--- src/rtl/drap_pkg.sv ---
// Shared defaults for the DRAP data memory.
package drap_pkg;

    localparam int DRAP_DATA_W = 32;
    localparam int DRAP_ADDR_W = 4;
    localparam int DRAP_DEPTH  = 2 ** DRAP_ADDR_W;

endpackage : drap_pkg

--- src/rtl/drap_dmemory.sv ---
// DRAP data memory: a word-addressed flop array with an asynchronous clear
// and a registered read port. A write wins over a read on the same edge,
// and there is no write-through to data_out.
module drap_dmemory
    import drap_pkg::*;
#(
    parameter int DATA_W = DRAP_DATA_W,
    parameter int ADDR_W = DRAP_ADDR_W,
    parameter int DEPTH  = DRAP_DEPTH
) (
    input  logic              clk,
    input  logic              rst_n,
    input  logic [DATA_W-1:0] data_in,
    input  logic [ADDR_W-1:0] address,
    input  logic              write,
    input  logic              read,
    output logic [DATA_W-1:0] data_out
);

    // Flops rather than a RAM macro, so the whole array can clear asynchronously.
    logic [DATA_W-1:0] mem [DEPTH];
    logic [DEPTH-1:0]  word_sel;
    logic              read_en;

    // One-hot write select: a word is only selected while write is high.
    always_comb begin
        word_sel = '0;
        for (int i = 0; i < DEPTH; i++) begin
            if (write && (address == ADDR_W'(i))) begin
                word_sel[i] = 1'b1;
            end
        end
    end

    // A read is honoured only when it does not collide with a write.
    assign read_en = read && !write;

    // Write process: clear every word on reset, otherwise update the selected word.
    always_ff @(posedge clk or negedge rst_n) begin
        if (!rst_n) begin
            for (int i = 0; i < DEPTH; i++) begin
                mem[i] <= '0;
            end
        end else begin
            for (int i = 0; i < DEPTH; i++) begin
                if (word_sel[i]) begin
                    mem[i] <= data_in;
                end
            end
        end
    end

    // Read process: registered output that holds unless a lone read is presented.
    always_ff @(posedge clk or negedge rst_n) begin
        if (!rst_n) begin
            data_out <= '0;
        end else if (read_en) begin
            data_out <= mem[address];
        end
    end

    // Flag unknown control levels in simulation; synthesis ignores this check.
    always @(posedge clk) begin
        if (rst_n) begin
            assert (!$isunknown({write, read}));
        end
    end

endmodule : drap_dmemory

--- config.mk ---
export PLATFORM = sky130hd
export DESIGN_NAME = drap_dmemory
export DESIGN_NICKNAME = d
export VERILOG_FILES = /design/src/rtl/drap_pkg.sv /design/src/rtl/drap_dmemory.sv
export SDC_FILE = /design/constraint.sdc
export NUM_CORES = 1
export LEC_CHECK = 0
export BUFFER_PORTS_ARGS = -buffer_cell sky130_fd_sc_hd__buf_2
export CORE_MARGIN = 5
export CORE_UTILIZATION = 45
export CTS_CLUSTER_SIZE = 40
export DETAILED_ROUTE_END_ITERATION = 6
export PLACE_DENSITY_LB_ADDON = 0.15
export SLEW_MARGIN = 10
export SYNTH_ARGS = -nofsm -noshare
export SYNTH_HDL_FRONTEND = slang
export SYNTH_SLANG_ARGS = --single-unit
--- constraint.sdc ---
create_clock -name clk -period 4.4 [get_ports clk]
set_clock_uncertainty 0.2 [all_clocks]
set_input_delay 1.1 -clock clk [delete_from_list [all_inputs] [get_ports clk]]
set_output_delay 1.1 -clock clk [all_outputs]
set_load 0.1 [all_outputs]
==> out/metrics.cfg, run 1 <==
[finish]
fin_util_pct=51.4
antenna_cells=0
fin_nets=1771
fillCellCount=4554
layout-drive-gt1-share_pct=42.6
stdcell_area_mm2=0.0276
area_delta_synth_final_pct=13.6
instances_no_fill=2477

[setup_path]
end_kind=flip-flop
required_ps=4730
cp_max_fo=54
crit_arrival_ps=3260
startpoint_type=primary input
rrSetupSlack_ps=2730
path_class=primary input to flip-flop
r2r_start=mem[191]
reg2reg_depth=3
worst_r2r_endpoint=data_out[31]

[detailed_routing]
via_per_inst=5.75
drt-pass1-iter-count=4
ant_nets=0
vias=14252
routed_wl_um=60000
drtIter0Drc=950
wl_per_cell_um=24.2
wl_met1_um=28500
wl_met2_um=27700
highest_layer=met4
drc=0
dr_wl_met3_um=2560

[global_route]
grt_max_degree=120
grt-ovfl-total=0
grt_usage_pct=20.5
grt_pass1_wl_um=94300
grt_pass1_vias=15044
grt_antenna_before_repair=1

[yosys]
postSynthAreaPerCell_um2=14.3
synth.top_cell.area_share_pct=56.1
yosysTopAreaCell=dfrtp_1
synth_flop_cell=dfrtp_1
synth-seq-cells=544
synth_cells=1695
netlist_area_mm2=0.0243
synth_cell_types=29
ys_warn_count=0
ys_async_sr_fraction_pct=100
synth_seq_area_share_pct=56.1
synth_edf_count=0
synthTopCellsByArea=dfrtp_1 56%, mux2_2 22%, mux2i_1 7.9%, mux4_2 3.0%, o22ai_1 1.6%
syn_nets=1735

[floorplan]
io_pins=72
start_util_pct=45.3
dieArea_mm2=0.0587
coreArea_mm2=0.0536
rows=85
die_w_um=242
die_h_um=242

[power_and_ir_drop]
power.switching_mw=3.92
combPwrFrac_pct=17.6
static-leakage-power_nw=12.2
intPower_mw=10.8
ir_drop_v=0.000389
switching_share_pct=26.6
p_per_area_mw_per_mm2=534
p_seq_share_pct=45.7
p_clk_share_pct=36.8

[sta]
min_period_ps=2920
finalCritPeriodShare_pct=66.4
relSlewSlack_pct=32.1
setup_violations=0
finalHoldViolCount=0
tightest_slew_ps=1020
slew_violations=0
finalSetupTns_ps=0
grt_setup_unrepaired=no
clock.fmax_ghz=0.342

[placement]
dp_hpwl_um=35600
port_buffers=71
place_area_mm2=0.0254
dp.cells=2366
place_congestion=0.732

[cts]
cts_setup_buffers=0
htree_num_levels=2
clk_path_buf_depth=3
cts_made_buffers=59
clockRootBuffer=clkbuf_16
cts_sinks=544
path_clk_slew_ps=60
cts_tree=yes
hold_buffers=0
cts.repair.resized=0
clock_latency_ps=620

[job]
cap_violations=0

[min_path]
hold_class=primary input to asynchronous set/reset pin

[status]
status=complete, no violations

-- power groups by stage --
stage / logic, mW / registers [mW] / clock network (mW)
6_report: 2.59 / 6.72 / 5.41
5_1_grt: 2.83 / 6.87 / 5.73
3_3_place_gp: 2.55 / 6.77 / 0
3_5_place_dp: 2.62 / 6.82 / 0
2_1_floorplan: 1.70 / 7.01 / 0
4_1_cts: 2.63 / 6.73 / 5.53
-- cells in the final DEF (no fill, tap or decap), types with 32 or more instances in the layout --
master	netlist	routed
nor2_1	74	65
mux2_2	483	483
dfrtp_1	544	544
mux2i_1	192	192
buf_2	57	68
o22ai_1	64	64
buf_4	23	40
mux4_2	32	32
a31oi_1	32	32
clkbuf_16	0	59
-- cell families after synthesis --
kind of cell,synth area share [%]
flops,56.1
mux,34.6
buf+inv,2.94
simple gates,2.25
compound gates,4.08
-- synth_stat cells (2+ instances only) --
| cell | n |
|---|---|
| nor3_2 | 3 |
| mux4_2 | 32 |
| nor2_1 | 74 |
| buf_1 | 5 |
| a31oi_1 | 32 |
| clkbuf_1 | 60 |
| a2bb2oi_1 | 10 |
| o22ai_1 | 64 |
| o21ai_0 | 18 |
| nand3b_1 | 5 |
| mux2_1 | 29 |
| nand2_1 | 14 |
| dfrtp_1 | 544 |
| a221oi_1 | 22 |
| nand3_1 | 12 |
| or3b_1 | 2 |
| mux2_2 | 483 |
| nor2b_1 | 2 |
| buf_2 | 57 |
| mux2i_1 | 192 |
| nand2b_1 | 2 |
| o21ai_1 | 4 |
| buf_4 | 23 |
-- layer usage --
| metal | global-route usage, % | vias to the layer above |
|---|---|---|
| met2 | 32.1 | 270 |
| met4 | 4.70 | 0 |
| met1 | 30.4 | 7608 |
| met3 | 3.31 | 84 |
| met5 | 0 | - |
| li1 | - | 6290 |
-- sequential cells by signal, summed over array words and instances, names as in the netlist --
register,cells
mem,512
data_out,32
-- layout make-up --
type                    instances  area (µm²)  share of cell area [%]
clock buffers                  83        1720                    6.23
repair buffers                121         882                    3.20
clock inverters                28         433                    1.57
flip-flops and latches        544       13600                    49.4
well taps                     696         871                    3.16
multi-input cells            1005       10100                    36.5
-- per-stage QoR --
stage          setup slack (ps)  hold WS (ps)  total power [mW]
5_1_grt                    1410           252              15.4
3_3_place_gp                884           263              9.32
2_1_floorplan              1770           252              8.71
4_1_cts                    1500           220              14.9
3_5_place_dp                884           274              9.44
6_report                   1480           228              14.7
-- worst max-delay path, stage by stage --
cell and delay (ps):
buf_6 240, buf_4 800, mux2i_1 170, a221oi_1 470, o21ai_0 180, a31oi_1 190
-- worst max path at each step --
stage,end,slack (ps),start
global route,data_out[19],1410,address[1]
finish,data_out[25],1480,address[3]
floorplan,data_out[10],1770,address[1]
detailed placement,data_out[25],880,address[3]
CTS,data_out[13],1500,data_out[13]
global placement,data_out[20],880,address[3]
Power figures use the tool's default switching activity.
==> run 2, diff against run 1 <==
--- a/config.mk
+++ b/config.mk
@@ -5,6 +5,7 @@
 export SDC_FILE = /design/constraint.sdc
 export NUM_CORES = 1
 export LEC_CHECK = 0
+export ABC_AREA = 1
 export BUFFER_PORTS_ARGS = -buffer_cell sky130_fd_sc_hd__buf_2
 export CORE_MARGIN = 5
 export CORE_UTILIZATION = 45
==> constraint.sdc (replaced) <==
create_clock -name clk -period 2.9 [get_ports clk]
set_clock_uncertainty 0.2 [all_clocks]
set_input_delay 0.725 -clock clk [delete_from_list [all_inputs] [get_ports clk]]
set_output_delay 0.725 -clock clk [all_outputs]
set_load 0.1 [all_outputs]
==> out/metrics.cfg, run 2 <==
[yosys]
ys_async_sr_fraction_pct=100  ; unchanged
syn_nets=3224  ; +86%
synth-seq-cells=544  ; unchanged
synth_cell_types=20  ; -31%
synth.top_cell.area_share_pct=54.8  ; -1.2 points
yosysTopAreaCell=dfrtp_1
postSynthAreaPerCell_um2=7.80  ; -46%
netlist_area_mm2=0.0248  ; +2.3%
synth_seq_area_share_pct=54.8  ; -1.2 points
synth_flop_cell=dfrtp_1
yosysMostFrequentCell=nand2_1
synth_cells=3184  ; +88%
synth_edf_count=0  ; unchanged
synthTopCellsByArea=dfrtp_1 55%, nand2_1 19%, nor2_1 5.3%, a21oi_1 5.2%, o21ai_1 5.2%
synth_common_cells=1280 x nand2_1, 544 x dfrtp_1, 353 x nor2_1
ys_warn_count=0  ; unchanged

[sta]
finalHoldViolCount=0  ; unchanged
finalWorstSetupSlack_ps=472  ; -1000 ps
finalSetupTns_ps=0  ; unchanged
min_period_ps=2430
slew_violations=0  ; unchanged
relSlewSlack_pct=58.1  ; +26 points
finalCritPeriodShare_pct=83.7
tightest_slew_ps=629  ; -390 ps
clock.fmax_ghz=0.412
grt_setup_unrepaired=no
setup_violations=0  ; unchanged

[setup_path]
path_class=flip-flop to output pin
cp_max_fo=2  ; -96%
crit_slowest_cell=buf_2
end_kind=output pin
crit_arrival_ps=1500  ; -1760 ps
path_buf_inv=1  ; -1
required_ps=1980  ; -2750 ps
startpoint_type=flip-flop
crit_family=buffers and inverters
crit_chain=buf_2
rrSetupSlack_ps=1570  ; -1160 ps
slowest_delay_ps=470  ; -330 ps

[power_and_ir_drop]
p_per_area_mw_per_mm2=777  ; +45%
static-leakage-power_nw=13.7  ; +12%
combPwrFrac_pct=18.9  ; +1.3 points
switching_share_pct=29.9  ; +3.3 points
power.switching_mw=6.47  ; +65%
intPower_mw=15.2  ; +40%
p_seq_share_pct=46.8  ; +1.1 points
ir_drop_v=0.000505  ; +30%
p_clk_share_pct=34.3  ; -2.5 points

[detailed_routing]
vias=20669  ; +45%
wl_per_cell_um=18.1  ; -25%
ant_nets=0  ; unchanged
highest_layer=met4
wl_met2_um=33200  ; +20%
wl_met1_um=32000  ; +12%
drt-pass1-iter-count=5  ; +1
via_per_inst=5.32  ; -7.6%
dr_wl_met3_um=3610  ; +41%
drtIter0Drc=1675  ; +76%
routed_wl_um=70400  ; +17%
drc=0  ; unchanged

[floorplan]
start_util_pct=45.2  ; -0.052 points
io_pins=72  ; unchanged
die_w_um=245  ; +1.1%
die_h_um=245  ; +1.1%
dieArea_mm2=0.0600  ; +2.2%
rows=86  ; +1.2%
coreArea_mm2=0.0549  ; +2.4%

[finish]
area_delta_synth_final_pct=12.2
regMostFlops=mem
largest_register_ff_count=512  ; unchanged
multi_input_area_mm2=0.00998  ; -0.78%
antenna_cells=0  ; unchanged
fillCellCount=5292  ; +16%
layout_commonest_cell=nand2_1
fin_nets=3182  ; +80%
reg_top3=mem (512), data_out (32)
layout-drive-gt1-share_pct=7.98  ; -35 points
most-common-layout-cells=1280 x nand2_1, 544 x dfrtp_1, 352 x nor2_1
register_area_mm2=0.0136  ; unchanged
instances_no_fill=3888  ; +57%
stdcell_area_mm2=0.0278  ; +0.99%
fin_util_pct=50.7  ; -0.70 points

[global_route]
grt_max_degree=119  ; -0.83%
grt_antenna_before_repair=0  ; -1
grt_usage_pct=23.6  ; +3.1 points
grt-ovfl-total=0  ; unchanged
grt_pass1_wl_um=114000  ; +21%
grt_pass1_vias=20250  ; +35%

[min_path]
hold_class=flip-flop to flip-flop

[cts]
cts_tree=yes
htree_num_levels=2  ; unchanged
cts_made_buffers=57  ; -3.4%
cts.repair.resized=0  ; unchanged
path_clk_slew_ps=60  ; about the same
cts_sinks=544  ; unchanged
clk_path_buf_depth=3  ; unchanged
clockRootBuffer=clkbuf_16
clock_latency_ps=600  ; -20 ps

[placement]
place_area_mm2=0.0259  ; +2.1%
dp_hpwl_um=39400  ; +11%
port_buffers=71  ; unchanged
detailedPlace.worstSlack_ps=212  ; -672 ps
place_congestion=0.784  ; +7.1%
dp.cells=3786  ; +60%

[status]
status=complete, no violations

[job]
cap_violations=0  ; unchanged

## run 2: cell types whose count changed after synthesis, moves of 33 or more
cell,delta
mux2i_1,-192
nor2_1,+279
buf_2,+74
inv_1,+33
o22ai_1,-64
a21oi_1,+256
nand2_1,+1266
mux2_2,-483
nand3_1,+148
o21ai_1,+252
## run 2: worst paths after layout
check	start	to	cells after the start
max in group asynchronous	rst_n	mem[243]	3
max	data_out[28]	data_out[28]	1
min in group asynchronous	rst_n	mem[160]	2
min	mem[274]	mem[274]	2
min reg2reg	mem[274]	mem[274]	2
max reg2reg	mem[281]	data_out[25]	8
## run 2: logic make-up (layout without fill, tap and decap cells)
| logic type | Yosys count | after routing | share of synthesized area [%] |
|---|---|---|---|
| buffers and inverters | 279 | 279 | 4.99 |
| DFF | 544 | 544 | 54.8 |
| AOI/OAI and AO/OA | 512 | 512 | 10.3 |
| and+or+nand+nor | 1849 | 1849 | 29.8 |
## run 2: cell type report
| cell class | instances | share of cell area [%] |
|---|---|---|
| sequential | 544 | 48.9 |
| multi-input combinational | 2361 | 35.8 |
| clock buffer | 86 | 5.98 |
| timing repair buffer | 137 | 4.73 |
| tap | 704 | 3.16 |
| clock inverter | 15 | 0.809 |
| inverter | 41 | 0.598 |
## run 2: what timing repair did
item | 4_1_cts | 5_1_grt
setup buffers | 0 | 0
endpoints found under the setup margin | 0 | 0
hold endpoints to repair | 18 | 0
hold buffers | 1 | 0
## run 2: routing by layer
layer	vias up	track usage, %
li1	10069	-
met1	9959	33.5
met2	531	39.1
met3	110	2.93
met4	0	6.01
met5	-	0
## run 2: power by group through the flow
| stage | clock (mW) | sequential [mW] | combinational [mW] |
|---|---|---|---|
| final | 7.41 | 10.1 | 4.09 |
| after floorplan | 0 | 10.6 | 2.65 |
| after CTS | 7.58 | 10.1 | 4.13 |
| after detailed placement | 0 | 10.2 | 4.11 |
| after global placement | 0 | 10.2 | 4.01 |
| after global routing | 7.87 | 10.3 | 4.69 |
## run 2: stage by stage
step           hold WS (ps)  total power [mW]
6_report                288              21.6
5_1_grt                 303              22.9
4_1_cts                 293              21.8
3_5_place_dp            278              14.4
3_3_place_gp            271              14.2
2_1_floorplan           229              13.2
